--- config.mk ---
export PLATFORM = sky130hd
export DESIGN_NAME = mem_access_stage
export DESIGN_NICKNAME = d
export VERILOG_FILES = /design/src/rtl/mem_access_stage.sv
export SDC_FILE = /design/constraint.sdc
export NUM_CORES = 1
export LEC_CHECK = 0
export CORE_MARGIN = 2
export CORE_UTILIZATION = 43
export DETAILED_ROUTE_END_ITERATION = 8
export PLACE_DENSITY = 0.85
export SETUP_SLACK_MARGIN = 0.02
export SLEW_MARGIN = 5
export SYNTH_ARGS = -nofsm -noshare
export SYNTH_HDL_FRONTEND = slang
export SYNTH_SLANG_ARGS = --single-unit
--- constraint.sdc ---
create_clock -name clk -period 2.39 [get_ports clk]
set_input_delay 0.478 -clock clk [delete_from_list [all_inputs] [get_ports clk]]
set_output_delay 0.478 -clock clk [all_outputs]
set_load 0.01 [all_outputs]
--- src/rtl/mem_access_stage.sv ---
// mem_access_stage: MEM stage that runs a req/ready data-memory handshake and stalls upstream while an access is in flight
module mem_access_stage #(
  parameter int MAX_WAIT = 16
) (
  input  logic        clk,
  input  logic        reset,
  input  logic        mem_read_in,
  input  logic        mem_write_in,
  input  logic        mem_to_reg_in,
  input  logic        reg_write_en_in,
  input  logic [4:0]  rd_reg_addr_in,
  input  logic [31:0] ALU_result_in,
  input  logic [31:0] read_data_2_in,
  input  logic        dmem_ready,
  input  logic [31:0] dmem_rdata,
  output logic        dmem_req,
  output logic        dmem_we,
  output logic [31:0] dmem_addr,
  output logic [31:0] dmem_wdata,
  output logic        stall_out,
  output logic [31:0] read_data_out,
  output logic [31:0] ALU_result_out,
  output logic [4:0]  rd_reg_addr_out,
  output logic        reg_write_en_out,
  output logic        mem_to_reg_out,
  output logic        mem_error_out
);
  localparam int CW = $clog2(MAX_WAIT + 1);
  typedef enum logic [1:0] {IDLE, ACCESS, DONE} state_t;
  state_t state;
  logic [CW-1:0] wait_cnt;
  logic lat_m2r, lat_rw;
  logic [4:0] lat_rd;
  logic [31:0] lat_alu;
  logic acc;
  assign acc = mem_read_in | mem_write_in;
  assign stall_out = !reset & ((state == IDLE & acc) | state == ACCESS);
  // WB outputs default to a bubble every edge; only pass-through and a completed access override it
  always_ff @(posedge clk) begin
    if (reset) begin
      state <= IDLE;
      wait_cnt <= '0;
      lat_m2r <= 1'b0;
      lat_rw <= 1'b0;
      lat_rd <= '0;
      lat_alu <= '0;
      dmem_req <= 1'b0;
      dmem_we <= 1'b0;
      dmem_addr <= '0;
      dmem_wdata <= '0;
      read_data_out <= '0;
      ALU_result_out <= '0;
      rd_reg_addr_out <= '0;
      reg_write_en_out <= 1'b0;
      mem_to_reg_out <= 1'b0;
      mem_error_out <= 1'b0;
    end else begin
      read_data_out <= '0;
      ALU_result_out <= '0;
      rd_reg_addr_out <= '0;
      reg_write_en_out <= 1'b0;
      mem_to_reg_out <= 1'b0;
      mem_error_out <= 1'b0;
      case (state)
        IDLE:
          if (!acc) begin
            ALU_result_out <= ALU_result_in;
            rd_reg_addr_out <= rd_reg_addr_in;
            reg_write_en_out <= reg_write_en_in;
            mem_to_reg_out <= mem_to_reg_in;
          end else if (ALU_result_in[1:0] == 2'b00) begin
            lat_m2r <= mem_to_reg_in;
            lat_rw <= reg_write_en_in;
            lat_rd <= rd_reg_addr_in;
            lat_alu <= ALU_result_in;
            dmem_req <= 1'b1;
            dmem_we <= mem_write_in;
            dmem_addr <= {ALU_result_in[31:2], 2'b00};
            dmem_wdata <= mem_write_in ? read_data_2_in : '0;
            wait_cnt <= '0;
            state <= ACCESS;
          end else begin
            mem_error_out <= 1'b1;
            state <= DONE;
          end
        ACCESS:
          if (dmem_ready || wait_cnt == CW'(MAX_WAIT - 1)) begin
            dmem_req <= 1'b0;
            dmem_we <= 1'b0;
            dmem_addr <= '0;
            dmem_wdata <= '0;
            mem_error_out <= !dmem_ready;
            state <= DONE;
            if (dmem_ready) begin
              ALU_result_out <= lat_alu;
              rd_reg_addr_out <= lat_rd;
              reg_write_en_out <= lat_rw;
              mem_to_reg_out <= lat_m2r;
              read_data_out <= dmem_we ? '0 : dmem_rdata;
            end
          end else begin
            wait_cnt <= wait_cnt + 1'b1;
          end
        default: state <= IDLE;
      endcase
    end
  end
endmodule

-- Yosys cells after proc, flatten, opt, wreduce, memory -nomap -nowiden
Index checks and enable logic that the tools add are counted.
- output and inout port bits: 139
- bits in registers: 184
- input bits: 108
- logic and storage cells: 84
- equal/unequal tests: 6
- bitwise operators: 7
- reduce and logical (&&, ||, !) cells: 11
- mux-type cells: 43
- add/subtract/negate cells: 1
- operator list (kind ; count):
    32-bit two-way mux ; 9
    32-bit case mux with 2 select lines ; 3
    5-bit two-way mux ; 6
    5-bit case mux with 2 select lines ; 2
    1-bit two-way mux ; 14
    1-bit case mux with 2 select lines ; 5
    4-bit AND reduction ; 2
    2-bit two-way mux ; 3
    5-bit by 1-bit adder with 5-bit output, second input constant ; 1
    5-bit by 4-bit equality test with 1-bit output, second input constant ; 1
    5-bit OR reduction ; 1
    2-bit zero test ; 2
    2-bit by 1-bit != test with 1-bit output, second input constant ; 2
    2-bit != test, second input constant ; 2
    2-bit case mux with 2 select lines ; 1
    1-bit inverter ; 3
    3-bit AND reduction ; 1
    1-bit bitwise AND ; 2
    2-bit by 1-bit equality test with 1-bit output, second input constant ; 1
    1-bit zero test ; 2
    1-bit OR ; 2
    2-bit AND reduction ; 1
    2-bit nonzero test ; 1
    1-bit logical OR ; 1

-- Logic depth before layout (Yosys ltp)
- word-level depth: 4
- depth in mapped cells: 8
- depth with buffers taken out: 7

-- Least setup slack after synthesis
Ideal clock, no wire load.
- kind: flip-flop to flip-flop
- start: register wait_cnt[0]
- end: register dmem_addr[20]
- cell stages (with the launch flop): 9
- clock period less this slack: 1.807 ns
- setup time: 0.070 ns
- data required time: 2.320 ns
- path slack: 0.583 ns
- arrival: 1.737 ns
- buffers on the path: 1
- path through: dfxtp_1 -> ha_1 -> and3_1 -> ha_1 -> nor2_1 -> a21o_1 -> clkbuf_1 -> o21ai_0 -> a21oi_1
- cells in the longest elaborated chain, start to end: 4
- ends and longest elaborated chain (element ; line ; RTL):
    start, declared ; 31 ; logic [CW-1:0] wait_cnt;
    start signal, assigned ; 102 ; wait_cnt <= wait_cnt + 1'b1;
    5-bit by 4-bit equality test with 1-bit output ; 87 ; if (dmem_ready || wait_cnt == CW'(MAX_WAIT - 1)) begin
    1-bit logical OR ; 87 ;
    2-bit by 1-bit != test with 1-bit output (no source line) ; -- ;
    4-bit AND reduction (no source line) ; -- ;
    end signal, assigned ; 78 ; dmem_addr <= {ALU_result_in[31:2], 2'b00};
    end, declared ; 18 ; output logic [31:0] dmem_addr,
Every way passes these cells.
A chain may end at the register's enable or synchronous reset.

-- Final worst setup path
- start: input mem_write_in
- end: output stall_out
- cells in the longest elaborated chain, start to end: 4
- ends and longest elaborated chain (element ; line ; RTL):
    start, declared ; 8 ; input logic mem_write_in,
    1-bit OR ; 36 ; assign acc = mem_read_in | mem_write_in;
    1-bit bitwise AND ; 37 ; assign stall_out = !reset & ((state == IDLE & acc) | state == ACCESS);
    1-bit OR ; 37 ;
    1-bit bitwise AND ; 37 ;
    end, declared ; 20 ; output logic stall_out,
Every way passes these cells.

==> flow_summary.ini <==
[grt]
grt.total_usage_pct = 21.36
grt_pass1_vias = 5279
grt_pass1_wl_mm = 26.94
gr-total-overflow = 0
grt_max_degree = 111
antenna_found_initial = 0

[synthesis]
synth_top_cells_by_count = 182 x dfxtp_1, 108 x nand2_1, 71 x a21oi_1
synth_cell_types = 37
ys.flop_type = dfxtp_1
yosysMostFrequentCell = dfxtp_1
synth-seq-cells = 182
synth_area_leaders = dfxtp_1 57%, nand2_1 6.4%, a21oi_1 5.6%
synth_area_mm2 = 0.006337
yosysTopAreaCell = dfxtp_1
synth.avg_cell_area_um2 = 9.473
syn_inst = 669
synth_edf_count = 0
yosys_warnings = 0
synth.top_cell.area_share_pct = 57.49
synth-seq-area-share_pct = 57.49
async_flop_share_pct = 0

[timing]
min_period_ps = 2196
setup_viol = 0
fin_ws_ps = 193.8
rsz0062_at_grt = false
finalCritPeriodShare_pct = 91.89
worstMarginPinSlew_ps = 1067
drv_slew = 0
finClkSkew_ps = 9.814
final_hold_viol_count = 0
relSlewSlack_pct = 28.89
clock.fmax_ghz = 0.4553

[detailed_routing]
first_iter_violations = 265
routedWlPerCell_um = 15.43
drc = 0
viasPerCell = 4.972
totalWireLength_mm = 16.85
dr.pass1.iters = 5
vias = 5429
ant_nets = 0

[floorplan]
ioPinCount = 247
initial_core_util_pct = 43.77
rows = 44
die_width_um = 125.4
die_y_um = 125.4
fp.dieArea_mm2 = 0.01573
core_mm2 = 0.01448

[clock_network]
clock_path_buffers = 2
cts_hold_buffers = 0
path_clk_slew_ps = 60
root_buffer = clkbuf_16
worstSkewPairLatency_ps = 420
clock-sinks = 182
cts_max_level = 4
numCtsBuffers = 17
cts_tree = done

[critical_path]
r2r_end = dmem_addr[26]
start_kind = input pin
path_class = in2out
worstPathArrival_ps = 1720
reg2reg_depth = 8
cp-end-kind = output port
r2r_setup_slack_ps = 330
cp_max_fo = 2
r2r_start = wait_cnt[0]
worstPathRequired_ps = 1910
critical_path.startpoint = mem_write_in
endpoint = stall_out

[hold_path]
whs_path_depth = 3
hp-class = in2reg

[layout]
diodes = 0
fin_cells = 1092
post-route-util_pct = 65.60
final.fill_count = 1144
synthToLayoutAreaGrowth_pct = 49.87
layout-drive-gt1-share_pct = 6.498
nNetsFinal = 1006

[power_and_ir_drop]
pwr_density_cell_mw_per_mm2 = 683.6
power.ir.vdd_worst_v = 0.0005136
p_leak_uw = 0.003422

[outcome]
status = completed

[placement]
finalWeightedCongestion = 0.8006
dp.cells = 1061
portBuffers = 244
place_hpwl_mm = 11.13
place_ws_ps = -55.37

[job]
cap_viol_max_count = 0
-- per-layer routing --
layer | routed length, um | GRT usage, %
met5 | 0 | 0
met4 | 684 | 12.03
met3 | 1062 | 5.135
met2 | 8186 | 34.85
met1 | 6913 | 25.94
-- report_power, final --
part           internal, uW  switching [uW]  total [uW]  leakage (uW)
logic                   395             351         746       0.00168
registers              3130            46.3        3170       0.00148
clock network          1400            1180        2570      0.000264
total                  4920            1570        6490       0.00342
-- worst max-delay path: stages --
cell	delay [ps]
clkdlybuf4s50_1	480
or2_1	180
nor2_1	70
nor2_1	190
dlygate4sd2_1	310
-- sequential cells by signal, indices dropped and copies added (netlist names) --
register          flops
ALU_result_out       32
dmem_addr            30
dmem_req              1
dmem_wdata           32
dmem_we               1
lat_alu              32
lat_m2r               1
lat_rd                5
lat_rw                1
mem_error_out         1
mem_to_reg_out        1
rd_reg_addr_out       5
read_data_out        32
reg_write_en_out      1
state                 2
wait_cnt              5
-- stage by stage --
stage,hold slack (ps),setup TNS (ps),power (uW),area (um^2)
2_1_floorplan,436.8,0,3569,6341
3_3_place_gp,441.5,-74.65,3977,8954
3_5_place_dp,446.7,-55.37,3989,8954
4_1_cts,422.5,0,6562,9498
5_1_grt,436.0,0,6770,9498
6_report,439.4,0,6493,9498
-- what timing repair did --
item,in CTS,in global routing
setup buffers,0,0
endpoints found under the setup margin,1,0
resized for setup,1,0
-- logic make-up after synthesis --
group                      count (synthesis)  share of synthesized area, %
AOI/OAI and AO/OA                        149                         13.78
adders and majority gates                  2                        0.3948
buffers and inverters                     55                         4.383
DFF                                      182                         57.49
muxes                                     33                         5.212
other                                      1                       0.05917
and+or+nand+nor                          247                         18.68
-- layout make-up --
class | instances | area [um^2] | area share, %
Clock buffer | 19 | 452.9 | 4.769
Clock inverter | 12 | 92.59 | 0.9748
Inverter | 3 | 11.26 | 0.1186
Multi-Input combinational cell | 433 | 2441 | 25.70
Sequential cell | 182 | 3643 | 38.36
Tap cell | 184 | 230.2 | 2.424
Timing Repair Buffer | 259 | 2626 | 27.65
-- worst min-delay path by stage --
stage,start,to
CTS,reset,dmem_we
detailed placement,lat_m2r,lat_m2r
floorplan,lat_alu[10],lat_alu[10]
global route,reset,dmem_we
finish,reset,dmem_we
global placement,lat_alu[28],lat_alu[28]
-- cell usage in the layout (no fill, tap or decap), types with 4 or more instances in the layout --
| master | instances |
|---|---|
| mux2i_1 | 33 |
| nor2_1 | 50 |
| buf_12 | 6 |
| a21oi_1 | 71 |
| clkbuf_16 | 17 |
| o21ai_1 | 16 |
| nand2_1 | 108 |
| inv_6 | 4 |
| and2_1 | 32 |
| clkdlybuf4s50_1 | 242 |
| a22oi_1 | 39 |
| dfxtp_1 | 182 |
| nand2b_1 | 34 |
| o21ai_0 | 17 |
| buf_4 | 10 |
No activity file was read; power rests on OpenSTA's default activity.
